## src/rtl/fifo_arb_pkg.sv

```systemverilog
// Shared types and default sizing for the downstream-FIFO write arbiter.
// The state enum and the default requester/burst constants live here.
package fifo_arb_pkg;

    typedef enum logic {
        IDLE  = 1'b0,
        GRANT = 1'b1
    } arb_state_e;

    localparam int DEF_NUM_REQ    = 4;
    localparam int DEF_FIFO_WIDTH = 32;
    localparam int DEF_MAX_BURST  = 16;

    // Width of an index into a vector of n entries; never narrower than one bit.
    function automatic int idx_width(input int n);
        return (n > 1) ? $clog2(n) : 1;
    endfunction

endpackage

```

## src/rtl/rr_arbiter.sv

```systemverilog
// Combinational round-robin picker: one-hot winner is the first set request
// at or above ptr, wrapping past the top index.
module rr_arbiter
    import fifo_arb_pkg::*;
#(
    parameter int NUM_REQ = DEF_NUM_REQ,
    parameter int PTR_W   = idx_width(NUM_REQ)
) (
    input  logic [NUM_REQ-1:0] req,
    input  logic [PTR_W-1:0]   ptr,
    output logic [NUM_REQ-1:0] grant
);

    logic             found;
    logic [PTR_W-1:0] idx;

    always_comb begin
        grant = '0;
        found = 1'b0;
        idx   = '0;
        for (int unsigned i = 0; i < NUM_REQ; i++) begin
            idx = PTR_W'((32'(ptr) + i) % NUM_REQ);
            if (!found && req[idx]) begin
                grant[idx] = 1'b1;
                found      = 1'b1;
            end
        end
    end

endmodule

```

## src/rtl/fifo_wr_arbiter.sv

```systemverilog
// Round-robin arbiter that lets one requester at a time burst beats into a
// downstream sync FIFO; ownership ends on a pushed last beat or at MAX_BURST.
module fifo_wr_arbiter
    import fifo_arb_pkg::*;
#(
    parameter int NUM_REQ    = DEF_NUM_REQ,
    parameter int FIFO_WIDTH = DEF_FIFO_WIDTH,
    parameter int MAX_BURST  = DEF_MAX_BURST
) (
    input  logic                               clk_i,
    input  logic                               rstn_i,
    input  logic [NUM_REQ-1:0]                 req_valid_i,
    input  logic [NUM_REQ-1:0][FIFO_WIDTH-1:0] req_data_i,
    input  logic [NUM_REQ-1:0]                 req_last_i,
    output logic [NUM_REQ-1:0]                 req_ready_o,
    input  logic                               full_i,
    output logic                               push_o,
    output logic [FIFO_WIDTH-1:0]              wr_data_o,
    output logic [NUM_REQ-1:0]                 grant_o,
    output logic                               busy_o
);

    localparam int PTR_W = idx_width(NUM_REQ);
    localparam int CNT_W = $clog2(MAX_BURST + 1);

    arb_state_e         state_q;
    logic [NUM_REQ-1:0] grant_q;
    logic [PTR_W-1:0]   owner_q;
    logic [PTR_W-1:0]   ptr_q;
    logic [CNT_W-1:0]   cnt_q;

    logic [NUM_REQ-1:0] win;
    logic [PTR_W-1:0]   win_idx;
    logic               push;
    logic               release_beat;
    logic [CNT_W-1:0]   cnt_nxt;
    logic [PTR_W-1:0]   ptr_nxt;

    rr_arbiter #(
        .NUM_REQ (NUM_REQ),
        .PTR_W   (PTR_W)
    ) u_rr (
        .req   (req_valid_i),
        .ptr   (ptr_q),
        .grant (win)
    );

    always_comb begin
        win_idx = '0;
        for (int unsigned i = 0; i < NUM_REQ; i++) begin
            if (win[i]) win_idx = PTR_W'(i);
        end
    end

    // Owner datapath is purely combinational so a beat moves in the cycle it is offered.
    always_comb begin
        push         = (state_q == GRANT) && req_valid_i[owner_q] && !full_i;
        wr_data_o    = push ? req_data_i[owner_q] : '0;
        req_ready_o  = ((state_q == GRANT) && !full_i) ? grant_q : '0;
        cnt_nxt      = cnt_q + CNT_W'(1);
        release_beat = push && (req_last_i[owner_q] || (cnt_nxt == CNT_W'(MAX_BURST)));
        ptr_nxt      = (owner_q == PTR_W'(NUM_REQ - 1)) ? '0 : owner_q + PTR_W'(1);
    end

    always_ff @(posedge clk_i or negedge rstn_i) begin
        if (!rstn_i) begin
            state_q <= IDLE;
            grant_q <= '0;
            owner_q <= '0;
            ptr_q   <= '0;
            cnt_q   <= '0;
        end else begin
            case (state_q)
                IDLE: begin
                    if (|req_valid_i) begin
                        state_q <= GRANT;
                        grant_q <= win;
                        owner_q <= win_idx;
                        cnt_q   <= '0;
                    end
                end
                GRANT: begin
                    if (release_beat) begin
                        state_q <= IDLE;
                        grant_q <= '0;
                        ptr_q   <= ptr_nxt;
                        cnt_q   <= '0;
                    end else if (push) begin
                        cnt_q <= cnt_nxt;
                    end
                end
                default: state_q <= IDLE;
            endcase
        end
    end

    assign push_o  = push;
    assign grant_o = grant_q;
    assign busy_o  = (state_q == GRANT);

endmodule

```

## config.mk

```make
export PLATFORM = sky130hd
export DESIGN_NAME = fifo_wr_arbiter
export DESIGN_NICKNAME = d
export VERILOG_FILES = /design/src/rtl/fifo_arb_pkg.sv /design/src/rtl/rr_arbiter.sv /design/src/rtl/fifo_wr_arbiter.sv
export SDC_FILE = /design/constraint.sdc
export NUM_CORES = 1
export LEC_CHECK = 0
export ABC_AREA = 1
export CORE_ASPECT_RATIO = 0.9
export CORE_UTILIZATION = 35
export DETAILED_ROUTE_END_ITERATION = 8
export PLACE_DENSITY_LB_ADDON = 0.15
export SLEW_MARGIN = 10
export SYNTH_ARGS = -nofsm -noshare
export SYNTH_HDL_FRONTEND = slang
export SYNTH_SLANG_ARGS = --single-unit
```

## constraint.sdc

```tcl
create_clock -name clk_i -period 1.95 [get_ports clk_i]
set_input_delay 0.39 -clock clk_i [delete_from_list [all_inputs] [get_ports clk_i]]
set_output_delay 0.39 -clock clk_i [all_outputs]
set_load 0.02 [all_outputs]
```

==> summary.md, run 1 <==
| Metric | Value |
|---|---|
| Total Routing Usage GR | `27.60%` |
| Peak VDD IR | `625.4 uV` |
| Mapped Area | `~0.0023 sq mm` |
| Max transition margin | `72.61%` |
| Area delta synth->final | `96.69%` |
| Largest net degree at the start of global routing | `38` |
| RSZ-0062 raised after global routing | `true` |
| Synth cell types | `31` |
| CTS Root Cell | `clkbuf_8` |
| Row cnt | `27` |
| Lkg Pwr | `approximately 0.002 uW` |
| Initial Util | `37.30%` |
| Multi-input logic area | `0.001838 sq mm` |
| Maxcap violations | `0` |
| Hold Buf Count CTS | `0` |
| # setup viols final | `31` |
| Filler cell count in the final layout | `~540` |
| Sink Count | `14` |
| PnR Total Power | `approximately 6000 uW` |
| CP Data Required Time | `between 1500 and 2000 ps` |
| Worst skew pair latency | `between 200 and 300 ps` |
| Final Worst Setup Slack | `-103.8 ps` |
| Vias in the first global route | `between 3000 and 4000` |
| Crit Path Max Fanout | `7` |
| Reg area | `~350 sq um` |
| Port buffer count | `180` |
| Post-layout net count | `753` |
| Ys flop type | `dfrtp_1` |
| Peak Freq | `486.9 MHz` |
| DRC violations left | `0` |
| Setup TNS | `-2309 ps` |
| CORE AREA | `0.006284 sq mm` |
| Commonest non-fill, non-tap cells in the layout | `139 x nor2_1, 138 x clkdlybuf4s50_1, 63 x o21ai_0` |
| DRT Pass-1 Iters | `4` |
| Area of the die | `around 0.0070 sq mm` |
| Cells after Synth | `between 400 and 500` |
| DP HPWL | `approximately 7700 um` |
| DR WL/cell | `approximately 14 um` |
| Synth Area per Inst | `between 5 and 6 sq um` |
| Failing checks | `negative setup slack` |
| Total number of vias | `3550` |
| Routed Antenna Nets | `0` |
| Min Hold Slack | `around 440 ps` |
| Post-Route WL | `about 10000 um` |
| Clk slew on worst S/H paths | `60 ps` |
| Yosys warns | `0` |
| PD cells | `roughly 1300 mW/mm^2` |
| Final Slew Violations | `0` |
| Commonest non-fill, non-tap cell in the layout | `nor2_1` |
| Drt initial violations | `123` |
| Final period utilization | `105.3%` |
| Worst Skew | `0.4832 ps` |
| Endpoints failing hold | `0` |
| CTS H-tree depth | `1` |
| Status | `finished with violations` |
| Maximum clock path buffer count | `2` |
| Vias per Instance | `approximately 5` |
| CP arrival | `1660 ps` |
| Type of origin of the critical path | `flip-flop` |
| Setup CP Type | `flip-flop to primary output` |
| Yosys reg bits | `14` |
| Mapped Nets | `approximately 560` |
| Die height | `around 80 um` |
| Ys async rst share | `between 90% and 100%` |
| Layout cells sized above 1 | `between 20% and 30%` |
| Total CTS buffers | `3` |
| IO Pins | `roughly 180` |
| Hold Path Class | `primary input to asynchronous set/reset pin` |
| Die Wd | `between 80 and 90 um` |
| Worst Setup End Kind | `primary output` |
| Worst Tran Pin Value | `around 400 ps` |
| Gr ovfl total | `0` |
| Minimum clock period | `2054 ps` |
| Placer congestion estimate | `about 0.92` |
| Post-synth EDFFs | `0` |
| Sequential share of the synthesized area | `between 10 and 15%` |
| Initial antenna violation count | `0` |
| TritonCTS clock tree | `done` |
| Global-route wire length before repair | `about 15000 um` |
| ANT cells | `0` |
worst paths after layout:
kind,startpoint,endpoint,slack (ps),cells after the start
worst max-delay path,owner_q[0]$_DFFE_PN0P_,wr_data_o[30],-100,7
worst max register to register,ptr_q[0]$_DFFE_PN0P_,owner_q[0]$_DFFE_PN0P_,180,11
worst min register to register,cnt_q[0]$_DFFE_PN0P_,cnt_q[0]$_DFFE_PN0P_,520,1
worst min-delay path,rstn_i,cnt_q[0]$_DFFE_PN0P_,440,2
min in group clk_i,cnt_q[0]$_DFFE_PN0P_,cnt_q[0]$_DFFE_PN0P_,520,1
max in group asynchronous,rstn_i,owner_q[0]$_DFFE_PN0P_,1320,2
synth_stat cells (2+ instances only):
cell	n	area (sq um)
nor2_1	139	521.8
o21ai_0	68	340.3
nand2_1	42	157.7
a21oi_2	28	245.2
nand3_1	18	90.09
inv_1	17	63.81
clkbuf_1	14	52.55
dfrtp_1	14	350.3
a21oi_1	8	40.04
ha_1	8	100.1
o21ai_1	8	40.04
buf_2	5	25.02
inv_2	5	18.77
nand2_2	5	31.28
nand3_2	4	40.04
buf_4	3	22.52
buf_6	3	33.78
clkinv_1	2	7.510
nand2_4	2	22.52
nand4_1	2	12.51
nor2_2	2	12.51
nor2_4	2	22.52
xor2_1	2	17.52
registers in the layout, indices dropped and copies added, names as in the netlist:
name     cells
owner_q      2
grant_o      4
cnt_q        5
busy_o       1
ptr_q        2
power by group:
part           switching [uW]  internal (uW)
clock                     116            179
combinational            2920           2150
sequential               72.3            389
logic make-up after synthesis:
| logic type | count (synthesis) | synth area share, % |
|---|---|---|
| AND/OR/NAND/NOR | 218 | 39.62 |
| AO/OA/AOI/OAI | 117 | 30.59 |
| buffers and inverters | 50 | 9.824 |
| flip-flops | 14 | 14.95 |
| adder cells (fa/ha/maj) | 8 | 4.271 |
| XOR/XNOR | 2 | 0.7476 |
layout make-up:
class	instances	area share (%)
Tap cell	87	2.362
Clock buffer	4	1.194
Inverter	25	2.144
Sequential cell	14	7.628
Timing Repair Buffer	217	46.80
Multi-Input combinational cell	345	39.88
through the flow:
| step | worst slack, ps | instance area, sq um | utilization (%) | std cells |
|---|---|---|---|---|
| final | -103.8 | 4609 | 73.36 | 692 |
| after global routing | -194.0 | 4609 | 73.36 | 692 |
| after CTS | -118.5 | 4579 | 72.88 | 691 |
| after detailed placement | -821.7 | 4453 | 70.87 | 682 |
| after global placement | -823.1 | 4453 | 70.87 | 682 |
| after floorplan | -15.07 | 2355 | - | 409 |
metal layers:
layer / wire length, um / GRT usage [%] / vias to the layer above
li1: - / - / 1727
met1: 3782 / 29.44 / 1620
met2: 4966 / 50.77 / 169
met3: 854 / 7.549 / 34
met4: 357 / 10.97 / 0
met5: 0 / 0 / -
worst max-delay path: stages (launching register included):
cell and delay (ps):
dfrtp_2 440, a21oi_2 150, o21ai_2 80, a21oi_4 210, inv_6 100, buf_12 160, a21oi_4 130, buf_6 130
what timing repair did:
action / 4_1_cts / 5_1_grt
cloned: 2 / 1
buffers inserted: 3 / 0
setup endpoints to repair: 37 / 33
resized for setup: 195 / 7
pin swaps: 3 / 1
Power figures use the tool's default switching activity.
==> run 2: changes to the inputs <==
--- a/config.mk
+++ b/config.mk
@@ -10,6 +10,7 @@
 export CORE_UTILIZATION = 35
 export DETAILED_ROUTE_END_ITERATION = 8
 export PLACE_DENSITY_LB_ADDON = 0.15
+export RECOVER_POWER = 50
 export SLEW_MARGIN = 10
 export SYNTH_ARGS = -nofsm -noshare
 export SYNTH_HDL_FRONTEND = slang
==> run 2 against run 1 <==
The run still ends with negative setup slack left. Cell count stayed put. Register-to-register slack about the same. Setup slack worse by 0.79 ps. Combinational power about the same. Largest power group unchanged.
==> summary.md, run 2 (synthesis gave the netlist of run 1 again) <==
| Metric | Value |
|---|---|
| Lkg Pwr | `0.001987 uW (+0.35%)` |
| Worst r2r src | `ptr_q[0]$_DFFE_PN0P_` |
| Post-Route WL | `9930 um (-0.31%)` |
| Hold Path Class | `flip-flop to flip-flop` |
| Sw power | `3110 uW (about the same)` |
| Final Worst Setup Slack | `-104.6 ps (-0.7910 ps)` |
| Worst R2R Path Depth | `11 (unchanged)` |
| Top reg by flops | `cnt_q` |
| Drt initial violations | `118 (-4.1%)` |
| IO Pins | `181 (unchanged)` |
| Peak VDD IR | `623.2 uV (-0.35%)` |
| Total number of vias | `3543 (-0.20%)` |
| CTS Root Cell | `clkbuf_8` |
| Minimum clock period | `2055 ps (+0.7910 ps)` |
| Port buffer count | `180 (unchanged)` |
| Final Slew Violations | `0 (unchanged)` |
| DR WL/cell | `14.35 um (-0.31%)` |
| DP Area | `0.004453 sq mm (unchanged)` |
| Die height | `79.63 um (unchanged)` |
| Commonest non-fill, non-tap cells in the layout | `139 x nor2_1, 133 x clkdlybuf4s50_1, 63 x o21ai_0` |
| DP HPWL | `7660 um (unchanged)` |
| Clk slew on worst S/H paths | `60 ps (about the same)` |
| Die Wd | `88.26 um (unchanged)` |
| Routed Antenna Nets | `0 (unchanged)` |
| Logic pwr share | `87.0% (about the same)` |
| CP Data Required Time | `1560 ps (about the same)` |
| Design Area, Final | `0.004606 sq mm (about the same)` |
| Total Routing Usage GR | `27.60% (unchanged)` |
| Worst Setup End Kind | `primary output` |
| Area delta synth->final | `96.53% (about the same)` |
| Endpoints failing hold | `0 (unchanged)` |
| Clock power share | `5.1% (about the same)` |
| Net Sw Frac | `53.47% (+0.10 points)` |
| Initial Util | `37.30% (unchanged)` |
| Vias per Instance | `5.120 (-0.20%)` |
| Int Pwr | `2706 uW (-0.42%)` |
| Placed Cells | `682 (unchanged)` |
| Failing checks | `negative setup slack` |
| Initial antenna violation count | `0 (unchanged)` |
| Global-route wire length before repair | `15310 um (unchanged)` |
| Hold Buf Count CTS | `0 (unchanged)` |
| Maxcap violations | `0 (unchanged)` |
| RSZ-0062 raised after global routing | `true` |
| CP arrival | `1660 ps (about the same)` |
| Total CTS buffers | `3 (unchanged)` |
| Layout cells sized above 1 | `22.31% (-0.17 points)` |
| PD cells | `1263 mW/mm^2 (-0.12%)` |
| Type of origin of the critical path | `flip-flop` |
| DRT Pass-1 Iters | `4 (unchanged)` |
| ANT cells | `0 (unchanged)` |
| CORE AREA | `0.006284 sq mm (unchanged)` |
| Worst skew pair latency | `250 ps (about the same)` |
| Commonest non-fill, non-tap cell in the layout | `nor2_1` |
| Setup CP Type | `flip-flop to primary output` |
| Placer congestion estimate | `0.9243 (unchanged)` |
| DRC violations left | `0 (unchanged)` |
| Worst Skew | `1.845 ps (+1.361 ps)` |
| Filler cell count in the final layout | `541 (+0.37%)` |
| Status | `finished with violations` |
| Max transition margin | `47.30% (-25 points)` |
| Largest net degree at the start of global routing | `38 (unchanged)` |
| Worst Tran Pin Value | `790.4 ps (+383.9 ps)` |
| Crit Path Max Fanout | `7 (unchanged)` |
| # setup viols final | `31 (unchanged)` |
| Final period utilization | `105.4% (about the same)` |
| Max reg flops | `5 (unchanged)` |
| Sequential share of power | `7.9% (about the same)` |
| R2R setup slack | `170 ps (about the same)` |
| Post-Layout Cell Count | `692 (unchanged)` |
| Maximum clock path buffer count | `2 (unchanged)` |
| CTS H-tree depth | `1 (unchanged)` |
| Critical Path End | `wr_data_o[30]` |
| Row cnt | `27 (unchanged)` |
| Min Hold Slack | `521.8 ps (+80.40 ps)` |
| Post-layout net count | `753 (unchanged)` |
| PnR Total Power | `5816 uW (-0.20%)` |
| R2r endpoint | `owner_q[0]$_DFFE_PN0P_` |
| Sink Count | `14 (unchanged)` |
| Vias in the first global route | `3494 (unchanged)` |
| Pre-CTS setup slack | `-821.7 ps (unchanged)` |
| TritonCTS clock tree | `done` |
| Area of the die | `0.007028 sq mm (unchanged)` |
| Peak Freq | `486.7 MHz (about the same)` |
| Gr ovfl total | `0 (unchanged)` |
| Worst setup startpoint | `owner_q[0]$_DFFE_PN0P_` |
==> run 2: how the worst min path moves through the flow <==
stage                         startpoint              endpoint  slack (ps)  cells after the start
floorplan                         rstn_i      busy_o$_DFF_PN0_          90                      0
global placement    cnt_q[0]$_DFFE_PN0P_  cnt_q[0]$_DFFE_PN0P_         500                      1
detailed placement  cnt_q[0]$_DFFE_PN0P_  cnt_q[0]$_DFFE_PN0P_         510                      1
CTS                               rstn_i  cnt_q[0]$_DFFE_PN0P_         450                      2
global route        cnt_q[0]$_DFFE_PN0P_  cnt_q[0]$_DFFE_PN0P_         560                      1
finish              cnt_q[0]$_DFFE_PN0P_  cnt_q[0]$_DFFE_PN0P_         520                      1
==> run 2: metrics by stage <==
step | util [%] | setup TNS (ps)
CTS | 72.88 | -2534
finish | 73.30 | -2294
global route | 73.30 | -5076
global placement | 70.87 | -26250
detailed placement | 70.87 | -26540
floorplan | - | -452.1
==> run 2: cell type report <==
cell class	instances	area, sq um	area share, %
Timing Repair Buffer	217	2153	46.75
Multi-Input combinational cell	345	1838	39.91
Tap cell	87	108.9	2.363
Inverter	25	98.84	2.146
Clock buffer	4	55.05	1.195
Sequential cell	14	351.6	7.634
==> run 2: worst max-delay path, cell delays in order (launching register included) <==
cell	delay (ps)
dfrtp_2	440
a21oi_2	150
o21ai_2	80
a21oi_4	210
inv_6	100
buf_12	160
a21oi_4	130
buf_6	140
==> run 2: power by group through the flow <==
| stage | registers, uW | clock network, uW | logic (uW) |
|---|---|---|---|
| 2_1_floorplan | 510 | 0 | 2920 |
| 3_3_place_gp | 458 | 0 | 4650 |
| 3_5_place_dp | 464 | 0 | 4760 |
| 4_1_cts | 461 | 295 | 4980 |
| 5_1_grt | 471 | 306 | 5540 |
| 6_report | 460 | 296 | 5060 |
==> run 2: timing repair <==
item                       4_1_cts  5_1_grt
cloned                           2        1
buffers inserted                 3        0
pin swaps                        3        1
setup endpoints to repair       37       33
gates resized for setup        195        7
==> run 2: layer usage <==
| metal | up-vias | GRT usage, % | share of wire (%) |
|---|---|---|---|
| li1 | 1730 | - | - |
| met1 | 1615 | 29.44 | 38 |
| met2 | 162 | 50.77 | 50 |
| met3 | 36 | 7.549 | 8.1 |
| met4 | 0 | 10.97 | 3.8 |
| met5 | - | 0 | 0 |
